File: config.mk
export PLATFORM = sky130hd
export DESIGN_NAME = assoc_cmd_issuer_flat
export DESIGN_NICKNAME = d
export VERILOG_FILES = /design/src/rtl/assoc_cmd_issuer_if.sv /design/src/rtl/assoc_cmd_issuer.sv /design/src/flat_wrapper.sv
export SDC_FILE = /design/constraint.sdc
export NUM_CORES = 1
export LEC_CHECK = 0
export BUFFER_PORTS_ARGS = -buffer_cell sky130_fd_sc_hd__clkbuf_2
export CAP_MARGIN = 15
export CELL_PAD_IN_SITES_DETAIL_PLACEMENT = 2
export CELL_PAD_IN_SITES_GLOBAL_PLACEMENT = 2
export CORE_ASPECT_RATIO = 0.7
export CORE_MARGIN = 10
export CORE_UTILIZATION = 41
export CTS_CLUSTER_SIZE = 10
export DETAILED_ROUTE_END_ITERATION = 10
export GPL_ROUTABILITY_DRIVEN = 0
export PLACE_DENSITY_LB_ADDON = 0.25
export SYNTH_ARGS = -nofsm -noshare
export SYNTH_HDL_FRONTEND = slang
export SYNTH_SLANG_ARGS = --single-unit
File: constraint.sdc
create_clock -name clk -period 3.4 [get_ports clk]
set_input_delay 0.17 -clock clk [delete_from_list [all_inputs] [get_ports clk]]
set_output_delay 0.17 -clock clk [all_outputs]
set_load 0.03 [all_outputs]
File: src/rtl/assoc_cmd_issuer_if.sv
// assoc_cmd_issuer_if: request, buffer-command and response signals of the command issuer
//   master: environment side (drives requests, buffer results, response ready)
//   slave : issuer side (drives cmd_ready, buffer command, response payload)
//   cmd_*  : valid/ready request channel (op 00 NOP, 01 LOAD, 10 INCR, 11 LOOKUP)
//   buf_*  : one-cycle command to associative_buffer and its registered result
//   rsp_*  : valid/ready response channel carrying key, data and hit
interface assoc_cmd_issuer_if #(
    parameter int KEY_WIDTH  = 2,
    parameter int DATA_WIDTH = 4
);
    logic                  cmd_valid;
    logic                  cmd_ready;
    logic [1:0]            cmd_op;
    logic [KEY_WIDTH-1:0]  cmd_key;
    logic [DATA_WIDTH-1:0] cmd_data;
    logic [1:0]            buf_ctrl;
    logic [KEY_WIDTH-1:0]  buf_key;
    logic [DATA_WIDTH-1:0] buf_data;
    logic [DATA_WIDTH-1:0] buf_data_output;
    logic                  buf_valid;
    logic                  rsp_valid;
    logic                  rsp_ready;
    logic [KEY_WIDTH-1:0]  rsp_key;
    logic [DATA_WIDTH-1:0] rsp_data;
    logic                  rsp_hit;

    modport master (
        output cmd_valid, cmd_op, cmd_key, cmd_data, buf_data_output, buf_valid, rsp_ready,
        input  cmd_ready, buf_ctrl, buf_key, buf_data, rsp_valid, rsp_key, rsp_data, rsp_hit
    );

    modport slave (
        input  cmd_valid, cmd_op, cmd_key, cmd_data, buf_data_output, buf_valid, rsp_ready,
        output cmd_ready, buf_ctrl, buf_key, buf_data, rsp_valid, rsp_key, rsp_data, rsp_hit
    );
endinterface

File: src/rtl/assoc_cmd_issuer.sv
// assoc_cmd_issuer: FIFO-queued, in-order command front-end for associative_buffer
//   clk : single clock, rising edge
//   rst : asynchronous active-low reset
//   bus : assoc_cmd_issuer_if.slave (cmd_* request in, buf_* command out / result in, rsp_* response out)
//   ASSOC_ISSUER_LOAD_ACK_EN (macro): when defined, LOAD also waits for and returns a response
module assoc_cmd_issuer #(
    parameter int KEY_WIDTH  = 2,
    parameter int DATA_WIDTH = 4,
    parameter int DEPTH      = 4
) (
    input  logic               clk,
    input  logic               rst,
    assoc_cmd_issuer_if.slave  bus
);
    localparam int AW = $clog2(DEPTH);
    localparam logic [1:0] OP_NOP  = 2'b00;
    localparam logic [1:0] OP_LOAD = 2'b01;

    typedef enum logic [1:0] {IDLE, ISSUE, WAIT, RESP} state_t;

    logic [1:0]            r_op_mem   [DEPTH];
    logic [KEY_WIDTH-1:0]  r_key_mem  [DEPTH];
    logic [DATA_WIDTH-1:0] r_data_mem [DEPTH];
    logic [AW-1:0]         r_wr_ptr;
    logic [AW-1:0]         r_rd_ptr;
    logic [AW:0]           r_count;
    logic                  r_cmd_ready;

    state_t                r_state;
    state_t                w_state_nxt;
    logic [1:0]            r_buf_ctrl;
    logic [KEY_WIDTH-1:0]  r_buf_key;
    logic [DATA_WIDTH-1:0] r_buf_data;
    logic [KEY_WIDTH-1:0]  r_rsp_key;
    logic [DATA_WIDTH-1:0] r_rsp_data;
    logic                  r_rsp_hit;

    logic                  w_push;
    logic                  w_pop;
    logic                  w_capture;
    logic                  w_rsp_valid;
    logic                  w_empty;
    logic                  w_needs_rsp;
    logic                  w_next_issues;
    logic [AW:0]           w_count_nxt;
    logic [1:0]            w_head_op;
    logic [KEY_WIDTH-1:0]  w_head_key;
    logic [DATA_WIDTH-1:0] w_head_data;

    // r_buf_ctrl is only non-NOP while in ISSUE, so it identifies the op being issued.
`ifdef ASSOC_ISSUER_LOAD_ACK_EN
    assign w_needs_rsp = r_buf_ctrl != OP_NOP;
`else
    assign w_needs_rsp = r_buf_ctrl[1];
`endif

    assign w_push        = bus.cmd_valid & r_cmd_ready;
    assign w_empty       = r_count == '0;
    assign w_head_op     = r_op_mem[r_rd_ptr];
    assign w_head_key    = r_key_mem[r_rd_ptr];
    assign w_head_data   = r_data_mem[r_rd_ptr];
    assign w_count_nxt   = r_count + (AW+1)'(w_push) - (AW+1)'(w_pop);
    // A popped NOP is dropped, so the FSM only enters ISSUE for a real command.
    assign w_next_issues = !w_empty && w_head_op != OP_NOP;

    always_ff @(posedge clk) begin
        if (w_push) begin
            r_op_mem[r_wr_ptr]   <= bus.cmd_op;
            r_key_mem[r_wr_ptr]  <= bus.cmd_key;
            r_data_mem[r_wr_ptr] <= bus.cmd_data;
        end
    end

    // cmd_ready is registered from the post-edge occupancy; a full FIFO refuses a push even on a pop cycle.
    always_ff @(posedge clk or negedge rst) begin
        if (!rst) begin
            r_wr_ptr    <= '0;
            r_rd_ptr    <= '0;
            r_count     <= '0;
            r_cmd_ready <= 1'b0;
        end else begin
            r_wr_ptr    <= w_push ? r_wr_ptr + AW'(1) : r_wr_ptr;
            r_rd_ptr    <= w_pop ? r_rd_ptr + AW'(1) : r_rd_ptr;
            r_count     <= w_count_nxt;
            r_cmd_ready <= w_count_nxt != (AW+1)'(DEPTH);
        end
    end

    always_ff @(posedge clk or negedge rst) begin
        if (!rst)
            r_state <= IDLE;
        else
            r_state <= w_state_nxt;
    end

    always_comb begin
        w_state_nxt = r_state;
        case (r_state)
            IDLE:  w_state_nxt = w_next_issues ? ISSUE : IDLE;
            ISSUE: w_state_nxt = w_needs_rsp ? WAIT : (w_next_issues ? ISSUE : IDLE);
            WAIT:  w_state_nxt = RESP;
            RESP:  w_state_nxt = !bus.rsp_ready ? RESP : (w_next_issues ? ISSUE : IDLE);
            default: w_state_nxt = IDLE;
        endcase
    end

    always_comb begin
        w_pop       = 1'b0;
        w_capture   = r_state == WAIT;
        w_rsp_valid = r_state == RESP;
        if (!w_empty)
            w_pop = r_state == IDLE || (r_state == ISSUE && !w_needs_rsp) || (r_state == RESP && bus.rsp_ready);
    end

    // Popping loads the command register that drives the buffer; ctrl returns to NOP on any other cycle.
    always_ff @(posedge clk or negedge rst) begin
        if (!rst) begin
            r_buf_ctrl <= OP_NOP;
            r_buf_key  <= '0;
            r_buf_data <= '0;
            r_rsp_key  <= '0;
            r_rsp_data <= '0;
            r_rsp_hit  <= 1'b0;
        end else begin
            r_buf_ctrl <= w_pop ? w_head_op : OP_NOP;
            if (w_pop && w_head_op != OP_NOP) begin
                r_buf_key  <= w_head_key;
                r_buf_data <= w_head_data;
            end
            if (w_capture) begin
                r_rsp_key  <= r_buf_key;
                r_rsp_data <= bus.buf_data_output;
                r_rsp_hit  <= bus.buf_valid;
            end
        end
    end

    assign bus.cmd_ready = r_cmd_ready;
    assign bus.buf_ctrl  = r_buf_ctrl;
    assign bus.buf_key   = r_buf_key;
    assign bus.buf_data  = r_buf_data;
    assign bus.rsp_valid = w_rsp_valid;
    assign bus.rsp_key   = r_rsp_key;
    assign bus.rsp_data  = r_rsp_data;
    assign bus.rsp_hit   = r_rsp_hit;
endmodule

File: src/flat_wrapper.sv
// flat-port wrapper written by rule: the top's interface ports become plain ports
module assoc_cmd_issuer_flat 
#(
    parameter int KEY_WIDTH  = 2,
    parameter int DATA_WIDTH = 4,
    parameter int DEPTH      = 4
)
  (clk, rst, bus_cmd_valid, bus_cmd_op, bus_cmd_key, bus_cmd_data, bus_buf_data_output, bus_buf_valid, bus_rsp_ready, bus_cmd_ready, bus_buf_ctrl, bus_buf_key, bus_buf_data, bus_rsp_valid, bus_rsp_key, bus_rsp_data, bus_rsp_hit);
  assoc_cmd_issuer_if #(.KEY_WIDTH(KEY_WIDTH), .DATA_WIDTH(DATA_WIDTH)) bus_i ();
  input  logic clk;
  input  logic rst;
  input wire logic [$bits(bus_i.cmd_valid)-1:0] bus_cmd_valid;
  input wire logic [$bits(bus_i.cmd_op)-1:0] bus_cmd_op;
  input wire logic [$bits(bus_i.cmd_key)-1:0] bus_cmd_key;
  input wire logic [$bits(bus_i.cmd_data)-1:0] bus_cmd_data;
  input wire logic [$bits(bus_i.buf_data_output)-1:0] bus_buf_data_output;
  input wire logic [$bits(bus_i.buf_valid)-1:0] bus_buf_valid;
  input wire logic [$bits(bus_i.rsp_ready)-1:0] bus_rsp_ready;
  output wire logic [$bits(bus_i.cmd_ready)-1:0] bus_cmd_ready;
  output wire logic [$bits(bus_i.buf_ctrl)-1:0] bus_buf_ctrl;
  output wire logic [$bits(bus_i.buf_key)-1:0] bus_buf_key;
  output wire logic [$bits(bus_i.buf_data)-1:0] bus_buf_data;
  output wire logic [$bits(bus_i.rsp_valid)-1:0] bus_rsp_valid;
  output wire logic [$bits(bus_i.rsp_key)-1:0] bus_rsp_key;
  output wire logic [$bits(bus_i.rsp_data)-1:0] bus_rsp_data;
  output wire logic [$bits(bus_i.rsp_hit)-1:0] bus_rsp_hit;
  assign bus_i.cmd_valid = bus_cmd_valid;
  assign bus_i.cmd_op = bus_cmd_op;
  assign bus_i.cmd_key = bus_cmd_key;
  assign bus_i.cmd_data = bus_cmd_data;
  assign bus_i.buf_data_output = bus_buf_data_output;
  assign bus_i.buf_valid = bus_buf_valid;
  assign bus_i.rsp_ready = bus_rsp_ready;
  assign bus_cmd_ready = bus_i.cmd_ready;
  assign bus_buf_ctrl = bus_i.buf_ctrl;
  assign bus_buf_key = bus_i.buf_key;
  assign bus_buf_data = bus_i.buf_data;
  assign bus_rsp_valid = bus_i.rsp_valid;
  assign bus_rsp_key = bus_i.rsp_key;
  assign bus_rsp_data = bus_i.rsp_data;
  assign bus_rsp_hit = bus_i.rsp_hit;
  assoc_cmd_issuer #(.KEY_WIDTH(KEY_WIDTH), .DATA_WIDTH(DATA_WIDTH), .DEPTH(DEPTH)) u_core (.clk(clk), .rst(rst), .bus(bus_i));
endmodule
==> results of run 1 <==
cell usage after synthesis:
cell	count	area [sq um]
nand3_1	1	5.00
fa_1	1	20.0
mux4_2	2	45.0
o21ai_0	1	5.00
o211ai_1	1	7.51
xor2_1	1	8.76
nor2_1	1	3.75
or3_1	1	6.26
xnor2_1	4	35.0
dfrtp_1	25	626
mux4_1	6	158
nand2_1	4	15.0
o2111ai_4	1	26.3
buf_6	1	11.3
nor2b_1	1	6.26
clkbuf_1	1	3.75
and2_2	1	7.51
and3_1	5	31.3
clkbuf_2	1	5.00
a21bo_2	1	10.0
and2_1	2	12.5
inv_1	7	26.3
nand3b_1	1	7.51
nand4_1	1	6.26
mux2_2	13	146
edfxtp_1	32	961
ha_1	6	75.1
stage by stage:
step	instance area, sq um	hold WS (ns)	power, mW	setup WS (ns)	instances
floorplan	2270	-0.126	1.90	1.02	122
global placement	2510	0.214	2.12	0.958	224
detailed placement	2510	0.232	2.22	0.848	224
CTS	2700	0.0327	2.80	0.804	241
global route	2700	0.0377	2.94	0.653	241
finish	2700	0.0513	2.74	0.828	241
area by class of cell:
| class | instances | area, sq um |
|---|---|---|
| Fill cell | 493 | 2620 |
| Sequential cell | 57 | 1590 |
| Multi-Input combinational cell | 55 | 638 |
| Timing Repair Buffer | 34 | 175 |
| Clock buffer | 9 | 124 |
| Tap cell | 72 | 90.1 |
| Clock inverter | 7 | 56.3 |
| Inverter | 7 | 26.3 |
cell families after synthesis:
family          after synthesis
mux                          21
xor+xnor                      5
buf+inv                      10
simple gates                 18
flops                        57
fa+ha+maj                     7
compound gates                4
registers in the layout, summed over array words and instances (netlist names):
| signal | cells |
|---|---|
| u_core.bus.rsp_hit | 1 |
| u_core.r_rd_ptr | 2 |
| u_core.r_data_mem | 16 |
| u_core.r_state | 2 |
| u_core.r_count | 3 |
| u_core.bus.rsp_data | 4 |
| u_core.bus.cmd_ready | 1 |
| u_core.bus.rsp_key | 2 |
| u_core.bus.buf_key | 2 |
| u_core.bus.buf_ctrl | 2 |
| u_core.r_op_mem | 8 |
| u_core.r_wr_ptr | 2 |
| u_core.r_key_mem | 8 |
| u_core.bus.buf_data | 4 |
timing repair:
| action | in CTS | in global routing |
|---|---|---|
| setup endpoints to repair | 0 | 0 |
| endpoints found under the hold margin | 25 | 0 |
| hold buffers | 1 | 0 |
placed cells by master, fill, tap and decap left out, drive strengths merged:
cell / synthesis / layout
clkbuf: 2 / 42
edfxtp: 32 / 32
dfrtp: 25 / 25
mux2: 13 / 13
inv: 7 / 8
mux4: 8 / 8
ha: 6 / 6
and3: 5 / 5
nand2: 4 / 4
xnor2: 4 / 4
clkinvlp: 0 / 4
and2: 3 / 3
clkinv: 0 / 2
a21bo: 1 / 1
nand3b: 1 / 1
or3: 1 / 1
nor2: 1 / 1
o211ai: 1 / 1
nor2b: 1 / 1
xor2: 1 / 1
o2111ai: 1 / 1
nand4: 1 / 1
nand3: 1 / 1
o21ai: 1 / 1
fa: 1 / 1
dlygate4sd3: 0 / 1
path summary, 6_finish.rpt:
path / from / endpoint / slack (ns) / depth (start not counted)
min: bus_cmd_data[2] / u_core.r_data_mem[2][2] / 0.05 / 1
max: u_core.r_count[1] / u_core.bus.cmd_ready / 0.83 / 9
min in group asynchronous: rst / u_core.bus.cmd_ready / 0.40 / 2
max in group asynchronous: rst / u_core.bus.buf_key[1] / 2.56 / 2
max reg2reg: u_core.r_count[1] / u_core.bus.cmd_ready / 0.83 / 9
min reg2reg: u_core.bus.rsp_data[0] / u_core.bus.rsp_data[0] / 0.51 / 1
critical path, cell delays in order, from the launching register on:
cell and delay, ns:
dfrtp_1 0.37, or3_1 0.47, and3_1 0.28, ha_1 0.29
inv_1 0.04, ha_1 0.18, fa_1 0.38, xnor2_1 0.15
xnor2_1 0.21, nand2_1 0.08
where the power goes:
group | internal, mW | total, mW | switching (mW)
Combinational | 0.456 | 1.05 | 0.596
Clock | 0.268 | 0.555 | 0.287
Sequential | 0.971 | 1.13 | 0.162
routing by layer:
metal  vias up  wire length, um
met5         -                0
met1       611             1880
met2        31             2520
li1        543                -
met4         0               40
met3         2              368
==> metrics.md, run 1 <==
| Metric | Value |
|---|---|
| Outcome | finished, final reports clean |
| Vias | approximately 1200 |
| Share of cells above drive strength 1 | 39.6% |
| Synth Area in XOR/XNOR | 1.93% |
| Ys Warns | 0 |
| RSZ-0062 raised after global routing | no |
| Initial core utilization | ~43% |
| Slew margin rel. | 53.9% |
| Max Slew Vio Count | 0 |
| First-pass GRT wire length | between 7000 and 8000 um |
| Residual DRC | 0 |
| Post-synthesis compound-gate area fraction | 2.15% |
| IO Pins | 34 |
| Root Driver | clkbuf_8 |
| Row count | 22 |
| Post-synthesis adder-cell area fraction | between 4 and 5% |
| Latest clock arrival within the worst-skew pair | roughly 0.33 ns |
| # Post-CTS Setup Buffers | 0 |
| Syn Inst Count | ~120 |
| Max Cap Viol | 0 |
| Mux cell area share after synthesis | roughly 15% |
| M3 GR Usage | between 6 and 7% |
| Largest family of logic cells by synthesized area | multiplexers |
| Share of synthesized cell area in and, or, nand and nor gates | under 10% |
| CTS buffer count | 9 |
| Final setup violation count | 0 |
| Antenna violations before repair | 0 |
| Die height | roughly 82 um |
| I/O Buffers | 33 |
| DRT iter0 DRCs | 50 |
| Final critical-path required period | 2.57 ns |
| First drt pass iteration count | 4 |
| Top Usage Layer GRT | met2 |
| Synth Cell Area | about 0.0023 sq mm |
| ANT nets after route | 0 |
| Diode count | 0 |
| Synth Net Count | approximately 150 |
| Pin count of the biggest net entering global routing | 26 |
| Die Width | 109 um |
| TNS Setup | 0 ns |
| Maximum vdd ir drop | 0.419 mV |
| Vias per cell | 4.93 |
| Leak | 1.11 nW |
| Hold Path Class | primary input to flop |
| Yosys cell types | 27 |
| Final core utilization | around half |
| Slew @ Worst Pin | 0.691 ns |
| Met1 GRT Util | roughly an eighth |
| H-tree level count | 3 |
| CTS tree | yes |
| Nets | roughly 190 |
| Critical Path Sink Type | flop |
| CTS resizes | 0 |
| Synthesized flop and latch total | between 50 and 60 |
| Sequential area share after synthesis | a little over two thirds |
| Area Overhead vs Synth | 18.7% |
| Clock buffer depth | 2 |
| Crit Path Category | flop to flop |
| Vias in the first global route | approximately 1400 |
| Clock skew | 0.00583 ns |
| Clock sink count | 57 |
| Total gr overflow | 0 |
| Die area | 0.00896 sq mm |
| Pwr/cell area | 1020 mW/mm^2 |
| Final Cycle Share | 75.6% |
| CP max FO | 4 |
| Clock transition at path regs | 0.07 ns |
| CP Data Arrival Time | between 2 and 3 ns |
| GR Util met2 | a little over a fifth |
| Routed Wire Length | roughly 4800 um |
| Core ar. | approximately 0.0053 sq mm |
| Max Fclk | 389 MHz |
| Critical path launch point type | flop |
| Total GRT Usage | 12.1% |
| Drt wl/cell | between 15 and 20 um |
| CP required | about 3.6 ns |
| Final Hold Violating Endpoints | 0 |
| Mean Syn Cell Area | 18.6 sq um |
| DPL Wire Length | 3500 um |
Power figures use the tool's default switching activity.
==> inputs of run 2 (changes only) <==
CORE_UTILIZATION = 37   (was 41)
clock period = 2.1 ns   (was 3.4 ns; I/O delays follow)
==> metrics.md, run 2 (same netlist as run 1, synthesis figures left out) <==
| Metric | Value |
|---|---|
| CP Data Arrival Time | between 2 and 2.5 ns |
| Root Driver | clkbuf_8 |
| CP endpoint | u_core.bus.cmd_ready |
| Slew @ Worst Pin | between 0.7 and 0.8 ns |
| Critical Path Start | u_core.r_count[1] |
| Total gr overflow | 0 |
| Pwr/cell area | around 1600 mW/mm^2 |
| Max Fclk | 446 MHz |
| Reg with most FFs | u_core.r_data_mem |
| RSZ-0062 raised after global routing | yes |
| Critical Path Sink Type | flop |
| Routed Wire Length | just over 5000 um |
| DRT iter0 DRCs | 36 |
| Vias per cell | approximately 4.8 |
| Crit path largest cell delay | approximately 0.4 ns |
| Max reg flops | 16 |
| R2R Path End | u_core.bus.cmd_ready |
| Leak | 1.23 nW |
| Final Hold Violating Endpoints | 0 |
| I/O Buffers | 33 |
| Antenna violations before repair | 0 |
| Clock buffer depth | 2 |
| Final critical-path required period | ~2.2 ns |
| Critical path launch point type | flop |
| Commonest non-fill, non-tap cell in the layout | clkbuf_2 |
| Outcome | finished, violations left |
| Row count | 23 |
| CP required | 2.32 ns |
| Clock sink count | 57 |
| Vias | around 1300 |
| Slowest cell on crit path | or3_4 |
| Diode count | 0 |
| Vias in the first global route | approximately 1500 |
| Clock skew | between 0.01 and 0.015 ns |
| Share of cells above drive strength 1 | between 40% and 50% |
| ANT nets after route | 0 |
| CTS tree | yes |
| CP max FO | 2 |
| Worst path depth | 9 |
| Max Cap Viol | 0 |
| Final Cycle Share | 107% |
| Clock transition at path regs | ~0.06 ns |
| Worst R2R Start | u_core.r_count[1] |
| Crit Path Category | flop to flop |
| Register-to-register setup slack | -0.14 ns |
| Worst R2R Path Depth | 9 |
| Nets | 210 |
| CP Buf/Inv Count | 1 |
| Commonest non-fill, non-tap cells in the layout | 33 x clkbuf_2, 32 x edfxtp_1, 24 x dfrtp_1 |
| H-tree level count | 3 |
| Hold Path Class | primary input to flop |
| Cells along the critical path | or3_4, and3_4, ha_4, inv_2, ha_4, fa_2, xnor2_2, xnor2_2, nand2_1 |
| Maximum vdd ir drop | approximately 0.54 mV |
| Largest regs | u_core.r_data_mem (16), u_core.r_key_mem (8), u_core.r_op_mem (8) |
| Die area | ~0.0097 sq mm |
| First drt pass iteration count | 4 |
| CTS buffer count | 9 |
| Pin count of the biggest net entering global routing | 26 |
| Core ar. | 0.00584 sq mm |
| Die Width | roughly 110 um |
| Drt wl/cell | ~19 um |
| Max Slew Vio Count | 0 |
| Total GRT Usage | between 10% and 20% |
| Post-Place Setup Slack | -0.251 ns |
| TNS Setup | -0.194 ns |
| Die height | between 80 and 90 um |
| # fillers | around 540 |
| Latest clock arrival within the worst-skew pair | approximately 0.34 ns |
| Area Overhead vs Synth | 30.9% |
| Slew margin rel. | 53.1% |
| Residual DRC | 0 |
| IO Pins | 34 |
| First-pass GRT wire length | between 8000 and 9000 um |
| Final setup violation count | 2 |
| Final setup margin | -0.142 ns |
| Failing checks | setup timing |
| DPL Wire Length | ~3600 um |
| CP top delay family | adder cells |
| Initial core utilization | 38.9% |
## run 2: changes by cell type in the layout (fill, tap and decap cells not counted), sizes merged
cell         delta
buf             +9
bufinv          +1
clkbuf          +5
clkinv          -2
clkinvlp        -3
dlygate4sd3    +13
inv             -1
## run 2: metrics by stage
| step | total power, mW | util, % | instances | hold slack, ns | area (sq um) |
|---|---|---|---|---|---|
| after CTS | 4.98 | 50.7 | 265 | 0.0766 | 2960 |
| after global routing | 5.26 | 50.9 | 266 | 0.111 | 2970 |
| final | 4.89 | 50.9 | 266 | 0.0865 | 2970 |
| after detailed placement | 3.85 | 44.7 | 234 | 0.179 | 2610 |
| after global placement | 3.69 | 44.7 | 234 | 0.159 | 2610 |
| after floorplan | 3.20 | - | 122 | -0.191 | 2320 |
## run 2: worst reg2reg max path: cells and delay by family, from the launching register on
kind,cells,cell delay [ns]
simple gates,3,0.63
flops,1,0.37
fa+ha+maj,3,0.76
buf+inv,1,0.04
xor+xnor,2,0.34
## run 2: area by class of cell
class / count / area [sq um] / share of cell area (%)
Inverter: 7 / 26.3 / 0.884
Sequential cell: 57 / 1590 / 53.4
Clock buffer: 14 / 163 / 5.47
Clock inverter: 2 / 37.5 / 1.26
Timing Repair Buffer: 56 / 373 / 12.5
Multi-Input combinational cell: 55 / 691 / 23.2
Tap cell: 75 / 93.8 / 3.16
## run 2: routing by layer
layer / wire, um / part of all wire, % / track usage, % / up-vias
met1: 2090 / 41 / 12.1 / 655
met5: 0 / 0 / 0 / -
li1: - / - / - / 583
met2: 2570 / 51 / 18.9 / 33
met4: 57 / 1.1 / 5.86 / 0
met3: 328 / 6.5 / 5.08 / 8
## run 2: worst min path at each step
stage             startpoint                     end  slack [ns]  depth (start not counted)
2_1_floorplan            rst  u_core.bus.buf_ctrl[0]       -0.19                          0
3_3_place_gp             rst  u_core.bus.buf_data[3]        0.16                          1
3_5_place_dp             rst  u_core.bus.buf_data[0]        0.18                          1
4_1_cts        bus_cmd_valid      u_core.r_wr_ptr[1]        0.08                          3
5_1_grt        bus_cmd_valid      u_core.r_wr_ptr[1]        0.11                          3
6_report       bus_cmd_valid      u_core.r_wr_ptr[1]        0.09                          3
## run 2: power by group
group	internal, mW	switching [mW]
logic	0.973	1.10
registers	1.58	0.205
clock network	0.614	0.424
total	3.16	1.73
## run 2: what timing repair did
action,in CTS,in global routing
pin swaps,6,0
hold buffers,14,0
endpoints found under the setup margin,2,2
setup buffers,1,1
gates resized for setup,1,0
endpoints found under the hold margin,61,0
==> inputs of run 3 (changes only) <==
CORE_UTILIZATION = 44   (was 37)
clock period = 2.8 ns   (was 2.1 ns; I/O delays follow)
==> metrics.md, run 3 (same netlist as run 1, synthesis figures left out) <==
| Metric | Value |
|---|---|
| Outcome | finished, final reports clean |
| CTS resizes | 0 |
| Int Pwr | roughly 2.1 mW |
| Leak | 1.11 nW |
| Clock skew | ~0.0086 ns |
| Worst path depth | 9 |
| RSZ-0062 raised after global routing | no |
| Clock sink count | 57 |
| ANT nets after route | 0 |
| DRT iter0 DRCs | 26 |
| Slowest cell on crit path | or3_1 |
| IO Pins | 34 |
| Initial core utilization | 46.5% |
| Crit path largest cell delay | 0.47 ns |
| Reg with most FFs | u_core.r_data_mem |
| Switch share | between 30 and 40% |
| Commonest non-fill, non-tap cell in the layout | clkbuf_2 |
| Vias | 1185 |
| Min-Delay Path Depth | 1 |
| Latest clock arrival within the worst-skew pair | 0.33 ns |
| Routed Wire Length | 5090 um |
| Maximum vdd ir drop | between 0.5 and 0.6 mV |
| Commonest non-fill, non-tap cells in the layout | 33 x clkbuf_2, 32 x edfxtp_1, 25 x dfrtp_1 |
| Clk pwr share | about a fifth |
| Total gr overflow | 0 |
| # Post-CTS Setup Buffers | 0 |
| Vias in the first global route | 1425 |
| Post-route cell area | around 0.0027 sq mm |
| TNS Setup | 0 ns |
| Pin count of the biggest net entering global routing | 26 |
| H-tree level count | 3 |
| Worst R2R Path Depth | 9 |
| Max Slew Vio Count | 0 |
| Die area | between 0.008 and 0.009 sq mm |
| Psw | ~1.3 mW |
| Share of cells above drive strength 1 | approximately two fifths |
| Antenna violations before repair | 0 |
| Design Power | 3.36 mW |
| Clock transition at path regs | 0.07 ns |
| Die Width | 106 um |
| Root Driver | clkbuf_8 |
| CP top delay family | adder cells |
| Max Cap Viol | 0 |
| Drt wl/cell | 21.4 um |
| CTS buffer count | 9 |
| CP max FO | 4 |
| CP Data Arrival Time | 2.81 ns |
| CTS tree | yes |
| Residual DRC | 0 |
| Nets | between 150 and 200 |
| Final critical-path required period | between 2 and 3 ns |
| Max Fclk | 384 MHz |
| Clock buffer depth | 2 |
| Die height | 80.1 um |
| Final setup violation count | 0 |
| Max reg flops | 16 |
| DPL Wire Length | roughly 3800 um |
| Pwr/cell area | ~1200 mW/mm^2 |
| Final Cycle Share | roughly 93% |
| Cells along the critical path | or3_1, and3_1, ha_1, inv_1, ha_1, fa_1, xnor2_1, xnor2_1, nand2_1 |
| First drt pass iteration count | 4 |
| CP Buf/Inv Count | 1 |
| Total GRT Usage | 12.8% |
| Slew @ Worst Pin | ~0.66 ns |
| First-pass GRT wire length | approximately 8000 um |
| Critical Path Sink Type | flop |
| Part of the power in registers | roughly 41% |
| Slew margin rel. | between 50% and 60% |
| Vias per cell | around 5 |
| # fillers | around 450 |
| Largest regs | u_core.r_data_mem (16), u_core.r_key_mem (8), u_core.r_op_mem (8) |
| CP required | 3.01 ns |
| Placement Cell Area | between 0.002 and 0.003 sq mm |
| Comb power frac | roughly two fifths |
| Crit Path Category | flop to flop |
| Core ar. | approximately 0.0049 sq mm |
| Hold Path Class | primary input to flop |
| Area Overhead vs Synth | 18.6% |
| Critical path launch point type | flop |
| Final Hold Violating Endpoints | 0 |
| Hold Worst Slack | roughly 0.023 ns |
| Row count | 21 |
| Diode count | 0 |
| Hold_buf cts | 1 |
| I/O Buffers | 33 |
==> run 3: changes by cell type in the layout (fill, tap and decap cells not counted), moves of 3 or more <==
| cell | delta |
|---|---|
| clkbuf_1 | -3 |
| buf_4 | -9 |
| clkinvlp_4 | +3 |
| dlygate4sd3_1 | -13 |
==> run 3: final cells by class <==
| type | count | area [sq um] | share of cell area [%] |
|---|---|---|---|
| timing repair buffer | 34 | 175 | 6.51 |
| clock buffer | 9 | 124 | 4.60 |
| sequential | 57 | 1590 | 58.9 |
| inverter | 7 | 26.3 | 0.976 |
| multi-input combinational | 55 | 638 | 23.7 |
| tap | 69 | 86.3 | 3.21 |
| clock inverter | 7 | 56.3 | 2.09 |
==> run 3: power by group through the flow <==
stage / sequential (mW) / combinational, mW / clock (mW)
floorplan: 1.52 / 0.789 / 0
global placement: 1.36 / 1.22 / 0
detailed placement: 1.40 / 1.34 / 0
CTS: 1.38 / 1.34 / 0.703
global route: 1.41 / 1.43 / 0.746
finish: 1.37 / 1.31 / 0.679
==> run 3: stage by stage <==
step | util, % | setup slack, ns | cells
after global placement | 51.2 | 0.367 | 221
after detailed placement | 51.2 | 0.197 | 221
after global routing | 55.1 | 0.0317 | 238
after floorplan | - | 0.423 | 122
after CTS | 55.1 | 0.176 | 238
final | 55.1 | 0.196 | 238
==> run 3: path summary, 6_finish.rpt <==
check | startpoint | end | slack, ns
setup reg to reg | u_core.r_count[1] | u_core.bus.cmd_ready | 0.20
setup / recovery | u_core.r_count[1] | u_core.bus.cmd_ready | 0.20
hold / removal | bus_cmd_data[0] | u_core.r_data_mem[2][0] | 0.02
min in group asynchronous | rst | u_core.bus.buf_data[1] | 0.40
max in group asynchronous | rst | u_core.bus.cmd_ready | 1.96
hold reg to reg | u_core.bus.rsp_data[2] | u_core.bus.rsp_data[2] | 0.51
==> run 3: per-layer routing <==
layer / global-route usage, % / vias up / wire (um) / share of wire [%]
met3: 6.22 / 5 / 279 / 5.5
met1: 12.9 / 597 / 2060 / 40
met5: 0 / - / 0 / 0
li1: - / 546 / - / -
met4: 3.50 / 0 / 37 / 0.73
met2: 23.2 / 37 / 2710 / 53
